File: src/rtl/alu_lane_split_pkg.sv
// rtl/alu_lane_split_pkg.sv - shared sizing helpers, FSM state type and packet-activity function
package alu_lane_split_pkg;

    // Widest warp the activity helper is written for; packets are derived from a zero-extended mask.
    localparam int MAX_THREADS = 64;

    typedef enum logic {
        IDLE  = 1'b0,
        ISSUE = 1'b1
    } state_e;

    function automatic int calc_num_pkts(input int num_threads, input int num_lanes);
        return num_threads / num_lanes;
    endfunction

    // A single-packet warp still needs a one-bit pid field.
    function automatic int calc_pid_width(input int num_threads, input int num_lanes);
        int n;
        n = num_threads / num_lanes;
        return (n > 1) ? $clog2(n) : 1;
    endfunction

    // Bit p of the result is set when any lane of packet p is active in the thread mask.
    function automatic logic [MAX_THREADS-1:0] pkt_active(input logic [MAX_THREADS-1:0] tmask,
                                                          input int num_threads,
                                                          input int num_lanes);
        logic [MAX_THREADS-1:0] act;
        act = '0;
        for (int t = 0; t < MAX_THREADS; t++) begin
            if (t < num_threads) begin
                act[t / num_lanes] = act[t / num_lanes] | tmask[t];
            end
        end
        return act;
    endfunction

endpackage

File: src/rtl/alu_lane_split_if.sv
// rtl/alu_lane_split_if.sv - warp request side and packet side of the lane splitter
interface alu_lane_split_if #(
    parameter int NUM_THREADS = 8,
    parameter int NUM_LANES   = 2,
    parameter int HDR_W       = 64,
    parameter int XLEN        = 32
);
    localparam int PID_WIDTH = alu_lane_split_pkg::calc_pid_width(NUM_THREADS, NUM_LANES);

    logic                         in_valid;
    logic                         in_ready;
    logic [HDR_W-1:0]             in_hdr;
    logic [NUM_THREADS-1:0]       in_tmask;
    logic [NUM_THREADS*XLEN-1:0]  in_rs1_data;
    logic [NUM_THREADS*XLEN-1:0]  in_rs2_data;
    logic [NUM_THREADS*XLEN-1:0]  in_rs3_data;

    logic                         out_valid;
    logic                         out_ready;
    logic [HDR_W-1:0]             out_hdr;
    logic [NUM_LANES-1:0]         out_tmask;
    logic [NUM_LANES*XLEN-1:0]    out_rs1_data;
    logic [NUM_LANES*XLEN-1:0]    out_rs2_data;
    logic [NUM_LANES*XLEN-1:0]    out_rs3_data;
    logic [PID_WIDTH-1:0]         out_pid;
    logic                         out_sop;
    logic                         out_eop;

    // The splitter itself.
    modport slave (
        input  in_valid, in_hdr, in_tmask, in_rs1_data, in_rs2_data, in_rs3_data, out_ready,
        output in_ready, out_valid, out_hdr, out_tmask, out_rs1_data, out_rs2_data, out_rs3_data,
               out_pid, out_sop, out_eop
    );

    // Whatever feeds warps in and consumes packets out.
    modport master (
        output in_valid, in_hdr, in_tmask, in_rs1_data, in_rs2_data, in_rs3_data, out_ready,
        input  in_ready, out_valid, out_hdr, out_tmask, out_rs1_data, out_rs2_data, out_rs3_data,
               out_pid, out_sop, out_eop
    );
endinterface

File: src/rtl/alu_lane_split_prio_enc.sv
// rtl/alu_lane_split_prio_enc.sv - lowest-index-first priority encoder
module alu_lane_split_prio_enc #(
    parameter int N  = 4,
    parameter int LN = (N > 1) ? $clog2(N) : 1
) (
    input  logic [N-1:0]  data_in,
    output logic [LN-1:0] index,
    output logic          valid_out
);

    // Scan from the top so the lowest set bit is the one left standing.
    always_comb begin
        index     = '0;
        valid_out = |data_in;
        for (int i = N - 1; i >= 0; i--) begin
            if (data_in[i]) begin
                index = LN'(i);
            end
        end
    end

endmodule

File: src/rtl/alu_lane_split.sv
// rtl/alu_lane_split.sv - serialises a warp request into lane packets; ALU_SPLIT_SKIP_EMPTY_EN skips empty packets
module alu_lane_split
    import alu_lane_split_pkg::*;
#(
    parameter int NUM_THREADS = 8,
    parameter int NUM_LANES   = 2,
    parameter int HDR_W       = 64,
    parameter int XLEN        = 32
) (
    input  logic              clk,
    input  logic              reset,
    alu_lane_split_if.slave   bus
);

    localparam int NUM_PKTS  = calc_num_pkts(NUM_THREADS, NUM_LANES);
    localparam int PID_WIDTH = calc_pid_width(NUM_THREADS, NUM_LANES);
    localparam int PKT_W     = NUM_LANES * XLEN;

    state_e                              state;
    logic [PID_WIDTH-1:0]                pid_r;
    logic                                sop_r;
    logic [NUM_PKTS-1:0]                 pending_r;
    logic [HDR_W-1:0]                    hdr_r;
    logic [NUM_PKTS-1:0][NUM_LANES-1:0]  tmask_r;
    logic [NUM_PKTS-1:0][PKT_W-1:0]      rs1_r;
    logic [NUM_PKTS-1:0][PKT_W-1:0]      rs2_r;
    logic [NUM_PKTS-1:0][PKT_W-1:0]      rs3_r;

    logic [MAX_THREADS-1:0]              tmask_ext;
    logic [NUM_PKTS-1:0]                 pending_new;
    logic [NUM_PKTS-1:0]                 done_mask;
    logic [PID_WIDTH-1:0]                first_pid;
    logic                                first_any;
    logic [PID_WIDTH-1:0]                next_pid;
    logic                                has_next;

    logic                                out_valid_s;
    logic                                eop_s;
    logic                                out_fire;
    logic                                in_ready_s;
    logic                                in_fire;

    assign tmask_ext = MAX_THREADS'(bus.in_tmask);

    // Which packets of the incoming warp will be issued.
    always_comb begin
`ifdef ALU_SPLIT_SKIP_EMPTY_EN
        pending_new = NUM_PKTS'(pkt_active(tmask_ext, NUM_THREADS, NUM_LANES));
`else
        pending_new = {NUM_PKTS{(|tmask_ext) | 1'b1}};
`endif
    end

    // Packets at or below the current pid are already issued (or being issued now).
    always_comb begin
        done_mask = '0;
        for (int p = 0; p < NUM_PKTS; p++) begin
            done_mask[p] = (p <= int'(pid_r));
        end
    end

    // First packet of a newly accepted warp; an empty warp falls back to pid 0.
    alu_lane_split_prio_enc #(
        .N  (NUM_PKTS),
        .LN (PID_WIDTH)
    ) u_first_sel (
        .data_in   (pending_new),
        .index     (first_pid),
        .valid_out (first_any)
    );

    // Next packet after the current one; no candidate left means the current packet is the last.
    alu_lane_split_prio_enc #(
        .N  (NUM_PKTS),
        .LN (PID_WIDTH)
    ) u_next_sel (
        .data_in   (pending_r & ~done_mask),
        .index     (next_pid),
        .valid_out (has_next)
    );

    assign out_valid_s = (state == ISSUE);
    assign eop_s       = out_valid_s & ~has_next;
    assign out_fire    = out_valid_s & bus.out_ready;
    assign in_ready_s  = (state == IDLE) || (out_fire && eop_s);
    assign in_fire     = bus.in_valid & in_ready_s;

    // Warp latch and issue FSM; a new warp may load on the same edge the previous eop leaves.
    always_ff @(posedge clk or negedge reset) begin
        if (!reset) begin
            state     <= IDLE;
            pid_r     <= '0;
            sop_r     <= 1'b0;
            pending_r <= '0;
            hdr_r     <= '0;
            tmask_r   <= '0;
            rs1_r     <= '0;
            rs2_r     <= '0;
            rs3_r     <= '0;
        end else begin
            case (state)
                IDLE, ISSUE: begin
                    if (in_fire) begin
                        hdr_r     <= bus.in_hdr;
                        tmask_r   <= bus.in_tmask;
                        rs1_r     <= bus.in_rs1_data;
                        rs2_r     <= bus.in_rs2_data;
                        rs3_r     <= bus.in_rs3_data;
                        pending_r <= pending_new;
                        pid_r     <= first_any ? first_pid : '0;
                        sop_r     <= 1'b1;
                        state     <= ISSUE;
                    end else if (out_fire) begin
                        if (eop_s) begin
                            state <= IDLE;
                        end else begin
                            pid_r <= next_pid;
                            sop_r <= 1'b0;
                        end
                    end
                end
                default: state <= IDLE;
            endcase
        end
    end

    assign bus.in_ready     = in_ready_s;
    assign bus.out_valid    = out_valid_s;
    assign bus.out_hdr      = hdr_r;
    assign bus.out_tmask    = tmask_r[pid_r];
    assign bus.out_rs1_data = rs1_r[pid_r];
    assign bus.out_rs2_data = rs2_r[pid_r];
    assign bus.out_rs3_data = rs3_r[pid_r];
    assign bus.out_pid      = pid_r;
    assign bus.out_sop      = out_valid_s & sop_r;
    assign bus.out_eop      = eop_s;

endmodule

File: src/flat_wrapper.sv
// flat-port wrapper written by rule: the top's interface ports become plain ports
module alu_lane_split_flat import alu_lane_split_pkg::*;
#(
    parameter int NUM_THREADS = 8,
    parameter int NUM_LANES   = 2,
    parameter int HDR_W       = 64,
    parameter int XLEN        = 32
)
  (clk, reset, bus_in_valid, bus_in_hdr, bus_in_tmask, bus_in_rs1_data, bus_in_rs2_data, bus_in_rs3_data, bus_out_ready, bus_in_ready, bus_out_valid, bus_out_hdr, bus_out_tmask, bus_out_rs1_data, bus_out_rs2_data, bus_out_rs3_data, bus_out_pid, bus_out_sop, bus_out_eop);
  alu_lane_split_if #(.NUM_THREADS(NUM_THREADS), .NUM_LANES(NUM_LANES), .HDR_W(HDR_W), .XLEN(XLEN)) bus_i ();
  input  logic clk;
  input  logic reset;
  input wire logic [$bits(bus_i.in_valid)-1:0] bus_in_valid;
  input wire logic [$bits(bus_i.in_hdr)-1:0] bus_in_hdr;
  input wire logic [$bits(bus_i.in_tmask)-1:0] bus_in_tmask;
  input wire logic [$bits(bus_i.in_rs1_data)-1:0] bus_in_rs1_data;
  input wire logic [$bits(bus_i.in_rs2_data)-1:0] bus_in_rs2_data;
  input wire logic [$bits(bus_i.in_rs3_data)-1:0] bus_in_rs3_data;
  input wire logic [$bits(bus_i.out_ready)-1:0] bus_out_ready;
  output wire logic [$bits(bus_i.in_ready)-1:0] bus_in_ready;
  output wire logic [$bits(bus_i.out_valid)-1:0] bus_out_valid;
  output wire logic [$bits(bus_i.out_hdr)-1:0] bus_out_hdr;
  output wire logic [$bits(bus_i.out_tmask)-1:0] bus_out_tmask;
  output wire logic [$bits(bus_i.out_rs1_data)-1:0] bus_out_rs1_data;
  output wire logic [$bits(bus_i.out_rs2_data)-1:0] bus_out_rs2_data;
  output wire logic [$bits(bus_i.out_rs3_data)-1:0] bus_out_rs3_data;
  output wire logic [$bits(bus_i.out_pid)-1:0] bus_out_pid;
  output wire logic [$bits(bus_i.out_sop)-1:0] bus_out_sop;
  output wire logic [$bits(bus_i.out_eop)-1:0] bus_out_eop;
  assign bus_i.in_valid = bus_in_valid;
  assign bus_i.in_hdr = bus_in_hdr;
  assign bus_i.in_tmask = bus_in_tmask;
  assign bus_i.in_rs1_data = bus_in_rs1_data;
  assign bus_i.in_rs2_data = bus_in_rs2_data;
  assign bus_i.in_rs3_data = bus_in_rs3_data;
  assign bus_i.out_ready = bus_out_ready;
  assign bus_in_ready = bus_i.in_ready;
  assign bus_out_valid = bus_i.out_valid;
  assign bus_out_hdr = bus_i.out_hdr;
  assign bus_out_tmask = bus_i.out_tmask;
  assign bus_out_rs1_data = bus_i.out_rs1_data;
  assign bus_out_rs2_data = bus_i.out_rs2_data;
  assign bus_out_rs3_data = bus_i.out_rs3_data;
  assign bus_out_pid = bus_i.out_pid;
  assign bus_out_sop = bus_i.out_sop;
  assign bus_out_eop = bus_i.out_eop;
  alu_lane_split #(.NUM_THREADS(NUM_THREADS), .NUM_LANES(NUM_LANES), .HDR_W(HDR_W), .XLEN(XLEN)) u_core (.clk(clk), .reset(reset), .bus(bus_i));
endmodule
File: config.mk
export PLATFORM = sky130hd
export DESIGN_NAME = alu_lane_split_flat
export DESIGN_NICKNAME = d
export VERILOG_FILES = /design/src/rtl/alu_lane_split_pkg.sv /design/src/rtl/alu_lane_split_if.sv /design/src/rtl/alu_lane_split_prio_enc.sv /design/src/rtl/alu_lane_split.sv /design/src/flat_wrapper.sv
export SDC_FILE = /design/constraint.sdc
export NUM_CORES = 1
export LEC_CHECK = 0
export ABC_CLOCK_PERIOD_IN_PS = 2400
export CAP_MARGIN = 20
export CORE_AREA = 4 4 431 433
export DETAILED_ROUTE_END_ITERATION = 16
export DIE_AREA = 0 0 435 437
export GPL_ROUTABILITY_DRIVEN = 0
export PLACE_DENSITY_LB_ADDON = 0.05
export SLEW_MARGIN = 40
export SYNTH_ARGS = -nofsm -noshare
export SYNTH_HDL_FRONTEND = slang
export SYNTH_SLANG_ARGS = --single-unit
File: constraint.sdc
create_clock -name clk -period 2.4 [get_ports clk]
set_clock_uncertainty 0.15 [all_clocks]
set_input_delay 0.6 -clock clk [delete_from_list [all_inputs] [get_ports clk]]
set_output_delay 0.6 -clock clk [all_outputs]
set_load 0.02 [all_outputs]
==> results of run 1 <==
-- what timing repair did --
item,in CTS,in global routing
pin swaps,0,3
hold buffers,1,0
hold endpoints to repair,6,0
endpoints found under the setup margin,1006,1079
gates resized for setup,558,242
gates cloned,1,24
buffers inserted,31,47
-- power by group through the flow --
stage | registers, mW | clock network, mW | logic [mW]
2_1_floorplan | 24.9 | 0 | 24.8
3_3_place_gp | 25.7 | 0 | 42.0
3_5_place_dp | 26.0 | 0 | 42.2
4_1_cts | 25.8 | 17.2 | 42.2
5_1_grt | 26.7 | 17.7 | 46.5
6_report | 25.9 | 16.5 | 44.2
-- placed cells by master, fill, tap and decap left out, drive strengths merged, types with 2 or more instances in the layout --
cell | synthesis | routed
and2 | 2 | 2
clkdlybuf4s50 | 0 | 906
clkdlybuf4s15 | 0 | 14
dfrtp | 845 | 845
diode | 0 | 32
mux2 | 840 | 840
a21oi | 2 | 2
inv | 2 | 7
mux4 | 194 | 194
clkinvlp | 0 | 4
clkbuf | 7 | 190
clkinv | 0 | 18
nand2 | 4 | 4
bufinv | 0 | 4
nand2b | 3 | 3
buf | 131 | 438
-- sequential cells by signal, indices dropped and copies added (netlist names) --
register	cells
u_core.rs3_r	256
u_core.rs1_r	256
u_core.sop_r	1
u_core.rs2_r	256
u_core.bus.out_hdr	64
u_core.tmask_r	8
u_core.pending_r	1
u_core.bus.out_valid	1
u_core.bus.out_pid	2
-- path summary, 6_finish.rpt --
check,startpoint,endpoint,cells after the start
setup / recovery,u_core.bus.out_pid[0]$_DFFE_PN0P_,bus_out_rs2_data[47],6
hold / removal,reset,u_core.rs2_r[96]$_DFFE_PN0P_,2
setup reg to reg,u_core.bus.out_pid[0]$_DFFE_PN0P_,u_core.rs1_r[32]$_DFFE_PN0P_,9
hold reg to reg,u_core.rs1_r[167]$_DFFE_PN0P_,u_core.rs1_r[167]$_DFFE_PN0P_,1
max in group asynchronous,reset,u_core.bus.out_hdr[16]$_DFFE_PN0P_,3
min in group clk,bus_in_rs1_data[82],u_core.rs1_r[82]$_DFFE_PN0P_,2
-- final cells by class --
class	count	area [um^2]	area share [%]
Clock inverter	31	288	0.492
Inverter	2	7.51	0.0128
Clock buffer	166	3280	5.61
Tap cell	2385	2980	5.10
Timing Repair Buffer	1383	14800	25.4
Multi-Input combinational cell	1055	15800	27.1
Sequential cell	845	21200	36.2
Antenna cell	32	80.1	0.137
-- kinds of logic after synthesis --
kind of cell | share of synthesized area [%]
compound gates | 0.161
mux | 41.2
buf+inv | 2.81
flops | 55.6
simple gates | 0.184
-- metal layers --
layer  GRT usage (%)  wire, um  up-vias
met2            29.9     86600      820
met1            17.5     60400    12750
li1                -         -    10380
met4            4.38      4490       32
met3            4.65      8990      332
met5               0       211        -
==> out/qor.yml, run 1 <==
status:
  status: "finished, violations left"
  violations: "setup timing"
job:
  max_cap_viol_count: 0
cells_and_area:
  drive_gt1_share_pct: 48.4
  utilization_pct: 32.1
  design_area_mm2: 0.0585
  stdcell_count: 5899
  layout.nets: 4241
  area_growth_pct: 53.8
  fillers: 17783
global_routing:
  grt_pass1_wl_um: 219000
  overflow: 0
  grt_max_degree: 75
  grt_pass1_vias: 27525
  grt_antenna_before_repair: 122
  grt_util_all_layers_pct: 16.0
clock_tree:
  cts_tree: "built"
  clk_pin_slew_ns: 0.06
  cts_sinks: 845
  htreeDepth: 3
  clk_latency_ns: 0.73
  cts-root-buf: "clkbuf_16"
  clock_path_buffers: 3
  cts_buffers: 110
setup_path:
  critPathMaxFanout: 12
  path_class: "reg -> out"
  arrival_ns: 2.50
  crit_top_cell: "buf_4"
  worst-r2r-setup-slack_ns: -0.14
  critPathMaxStageDelay_ns: 0.48
  start_kind: "flip-flop"
  crit_chain: "buf_12 -> buf_4 -> buf_12 -> buf_4 -> mux4_2 -> buf_4"
  cp_slowest_cell: "mux4_2"
  critPathTopFamily: "buffers and inverters"
  end_kind: "primary output"
  crit_required_ns: 1.65
  cp_num_buf_inv: 5
power_and_ir_drop:
  p_sw_share_pct: 34.1
  p_per_area_mw_per_mm2: 1480
  peakVddDrop_v: 0.000627
  internal-power_mw: 57.1
  power.leakage_nw: 25.9
  p_seq_share_pct: 29.9
  combPwrFrac_pct: 51.1
  p_total_mw: 86.6
  switching_power_mw: 29.5
  p_clk_share_pct: 19.1
floorplan:
  fp.dieW_um: 435
  pin_count: 1108
  core_mm2: 0.182
  die_h_um: 437
  start_util_pct: 20.9
  die_area_mm2: 0.190
  row_count: 157
synthesis:
  ys_top_cells_by_area: "dfrtp_1 (56%), mux2_4 (19%), mux4_2 (11%)"
  syn_nets: 2884
  yosys-top-cells-count: "dfrtp_1 (845), mux2_4 (489), mux2_2 (351)"
  yosysSeqAreaShare_pct: 55.6
  yosys_warnings: 0
  synthArstFlopShare_pct: 100
  ys_ff_latch: 845
  syn-cell-area_mm2: 0.0380
  ys_types: 25
  synth_edf_count: 0
  ys.flop_type: "dfrtp_1"
  synth.most_common_cell: "dfrtp_1"
  synthCells: 2040
  yosys.area.top_type_share_pct: 55.6
  synth_area_per_cell_um2: 18.6
  yosysTopAreaCell: "dfrtp_1"
place:
  placed_area_mm2: 0.0532
  post-dp-hpwl_um: 122000
  preCtsSetupSlack_ns: -0.642
  port_buffers: 1107
  dp.cells: 5568
timing:
  slew_headroom_pct: 58.3
  slew_violations: 0
  worstMarginPinSlew_ns: 0.625
  fmax_mhz: 307
  hold_violations: 0
  period_share_pct: 136
  hold_ws_ns: 0.292
  finalSetupViolations: 863
  fin_ws_ns: -0.853
  tns_ns: -183.39
  post-route-min-period_ns: 3.25
  rsz0062_at_grt: "yes"
detailed_routing:
  initialDrtViolationCount: 1010
  avgViaCountPerCell: 4.12
  routedWlPerCell_um: 27.2
  drt_drc_violations_left: 0
  final_antenna_net_count: 0
  vias: 24314
  drtPass1Iterations: 5
  drt-total-wl_um: 161000
worst_hold_path:
  hp-class: "in -> async"
(Power assumes the default switching activity.)
==> inputs of run 2 (changes only) <==
CORE_AREA = 2 2 433 435   (was 4 4 431 433)
SYNTH_HIERARCHICAL = 1   (was not set)
==> run 2 against run 1 <==
Net effect:
- sequential power decreased by 2%
- die area stayed put
- hold slack lost 0.086 ns
- the run still ends with setup timing left
- utilization up 0.20 points
- critical path depth grew 1
- critical path type unchanged
- worst setup slack worse by 0.056 ns
- area after synthesis shrank 3.8%
- sequential cell count did not move
- clock power increased by 4%
==> out/qor.yml, run 2 <==
floorplan:
  fp.dieW_um: 435  # unchanged
  row_count: 158  # +0.64%
  core_mm2: 0.185  # +1.6%
  die_h_um: 437  # unchanged
  die_area_mm2: 0.190  # unchanged
  start_util_pct: 19.8  # -1.1 points
  pin_count: 1108  # unchanged
synthesis:
  synth_edf_count: 0  # unchanged
  yosys-top-cells-count: "nand2_1 (2526), dfrtp_1 (845), mux4_2 (194)"
  yosys_warnings: 6  # +6
  ys.flop_type: "dfrtp_1"
  synth_area_per_cell_um2: 9.54  # -49%
  synthArstFlopShare_pct: 100  # unchanged
  ys_top_cells_by_area: "dfrtp_1 (58%), nand2_1 (26%), mux4_2 (12%)"
  syn-cell-area_mm2: 0.0366  # -3.8%
  synthCells: 3832  # +88%
  yosys.area.top_type_share_pct: 57.8  # +2.2 points
  ys_ff_latch: 845  # unchanged
  yosysSeqAreaShare_pct: 57.8  # +2.2 points
  synth.most_common_cell: "nand2_1"
  yosysTopAreaCell: "dfrtp_1"
  ys_types: 25  # unchanged
detailed_routing:
  routedWlPerCell_um: 24.0  # -12%
  final_antenna_net_count: 0  # unchanged
  vias: 31893  # +31%
  initialDrtViolationCount: 1875  # +86%
  drt_drc_violations_left: 0  # unchanged
  avgViaCountPerCell: 4.06  # -1.4%
  drt-total-wl_um: 188000  # +17%
  drtPass1Iterations: 5  # unchanged
clock_tree:
  cts_tree: "built"
  clock_path_buffers: 3  # unchanged
  clk_pin_slew_ns: 0.06  # about the same
  htreeDepth: 3  # unchanged
  cts-root-buf: "clkbuf_16"
  cts_buffers: 112  # +1.8%
  clk_latency_ns: 0.74  # about the same
  cts_sinks: 845  # unchanged
setup_path:
  path_class: "reg -> out"
  r2r_end: "u_core/rs1_r[171]$_DFFE_PN0P_"
  end_kind: "primary output"
  crit_required_ns: 1.65  # about the same
  rr_worst_depth: 17  # +8
  crit_end: "bus_out_rs1_data[55]"
  worstReg2RegStart: "u_core/bus.out_pid[0]$_DFFE_PN0P_"
  critPathMaxFanout: 5  # -7
  start_kind: "flip-flop"
  worst-r2r-setup-slack_ns: -0.59  # -0.45 ns
  arrival_ns: 2.56  # +0.06 ns
  cp-startpoint: "u_core/bus.out_pid[0]$_DFFE_PN0P_"
timing:
  fin_ws_ns: -0.909  # -0.0563 ns
  rsz0062_at_grt: "yes"
  slew_headroom_pct: 58.7  # +0.36 points
  period_share_pct: 138  # +2.3 points
  finalSetupViolations: 1104  # +28%
  fmax_mhz: 302  # -1.7%
  slew_violations: 0  # unchanged
  worstMarginPinSlew_ns: 0.620  # -0.00533 ns
  hold_violations: 0  # unchanged
  post-route-min-period_ns: 3.31  # +0.0563 ns
  hold_ws_ns: 0.206  # -0.0856 ns
cells_and_area:
  drive_gt1_share_pct: 19.4  # -29 points
  area_growth_pct: 63.5
  fillers: 19291  # +8.5%
  design_area_mm2: 0.0598  # +2.3%
  top_regs: "u_core/rs1_r: 256 flops, u_core/rs2_r: 256 flops, u_core/rs3_r: 256 flops"
  layout_common_cells: "nand2_1 (2493), clkdlybuf4s50_1 (905), dfrtp_1 (843)"
  layout.nets: 6088  # +44%
  layout_commonest_cell: "nand2_1"
place:
  post-dp-hpwl_um: 139000  # +14%
  placed_area_mm2: 0.0525  # -1.2%
  port_buffers: 1107  # unchanged
  preCtsSetupSlack_ns: -0.472  # +0.170 ns
power_and_ir_drop:
  power.leakage_nw: 28.9  # +12%
  peakVddDrop_v: 0.000760  # +21%
  p_total_mw: 79.7  # -8.0%
  p_per_area_mw_per_mm2: 1330  # -10%
global_routing:
  grt_pass1_wl_um: 259000  # +18%
  grt_antenna_before_repair: 132  # +8.2%
  grt_util_all_layers_pct: 19.0  # +3.0 points
  grt_max_degree: 87  # +16%
  overflow: 0  # unchanged
  grt_pass1_vias: 33154  # +20%
status:
  status: "finished, violations left"
  violations: "setup timing"
job:
  max_cap_viol_count: 0  # unchanged
worst_hold_path:
  hp-class: "in -> async"
==> run 2: cell types whose count changed in the layout (fill, tap and decap cells not counted), moves of 11 or more <==
cell / before / now
buf_4: 156 / 168
conb_1: 0 / 13
buf_6: 114 / 206
mux2_4: 489 / 0
buf_2: 54 / 23
buf_12: 90 / 121
mux2_2: 351 / 0
buf_16: 13 / 36
clkbuf_16: 134 / 145
nand2_2: 0 / 29
nand2_1: 4 / 2493
clkdlybuf4s15_2: 14 / 2
==> run 2: logic make-up after synthesis <==
kind of cell | after synthesis | synth area share (%)
DFF | 845 | 57.8
other | 2 | 0.0205
buffers and inverters | 235 | 3.76
muxes | 194 | 11.9
AOI/OAI and AO/OA | 13 | 0.264
and+or+nand+nor | 2543 | 26.2
==> run 2: final cells by class <==
cell class	count	area (um^2)	area share [%]
Tap cell	2480	3100	5.19
Sequential cell	845	21200	35.4
Antenna cell	37	92.6	0.155
Multi-Input combinational cell	2763	14200	23.8
Inverter	4	15.0	0.0251
Timing Repair Buffer	1518	17500	29.3
Clock buffer	161	3240	5.41
Clock inverter	41	447	0.747
==> run 2: timing repair <==
item	in CTS	in global routing
hold buffers	1	0
pin swaps	44	1
buffers inserted	82	26
setup endpoints to repair	1092	1105
gates resized for setup	977	175
hold endpoints to repair	197	0
cloned	29	34
==> run 2: routing by layer <==
| layer | GRT usage, % | routed length [um] | part of all wire, % | vias to the layer above |
|---|---|---|---|---|
| met5 | 0 | 456 | 0.24 | - |
| met4 | 6.84 | 5620 | 3.0 | 74 |
| met3 | 5.41 | 10900 | 5.8 | 384 |
| met2 | 32.3 | 94600 | 50 | 953 |
| met1 | 22.7 | 76500 | 41 | 15535 |
| li1 | - | - | - | 14947 |
==> run 2: critical path, cell delays in order (launching register included) <==
cell     delay [ns]
dfrtp_4        0.51
buf_12         0.15
buf_12         0.13
buf_16         0.15
buf_12         0.14
buf_12         0.13
mux4_2         0.44
buf_6          0.15
==> run 2: power breakdown <==
group          switching (mW)  internal [mW]  leakage (nW)  total (mW)
Sequential               4.63           20.7          10.6        25.3
Combinational            18.0           19.2          16.5        37.2
Clock                    7.09           10.1          1.82        17.2
==> run 2: worst min path at each step <==
stage / from / cells after the start / slack (ns) / endpoint
final: reset / 2 / 0.21 / u_core/bus.out_hdr[44]$_DFFE_PN0P_
after global routing: reset / 2 / 0.17 / u_core/bus.out_hdr[54]$_DFFE_PN0P_
after global placement: u_core/rs3_r[192]$_DFFE_PN0P_ / 2 / 0.30 / u_core/rs3_r[192]$_DFFE_PN0P_
after detailed placement: u_core/rs2_r[250]$_DFFE_PN0P_ / 2 / 0.31 / u_core/rs2_r[250]$_DFFE_PN0P_
after CTS: bus_in_rs2_data[35] / 3 / 0.12 / u_core/rs2_r[35]$_DFFE_PN0P_
after floorplan: reset / 0 / 0.15 / u_core/bus.out_hdr[0]$_DFFE_PN0P_
==> run 2: through the flow <==
stage,TNS (ns),utilization (%),std cells
after CTS,-376.61,31.5,7760
after global routing,-613.10,32.3,7847
after global placement,-208.86,28.4,7448
final,-488.61,32.3,7849
after detailed placement,-206.46,28.4,7448
after floorplan,0,-,3843
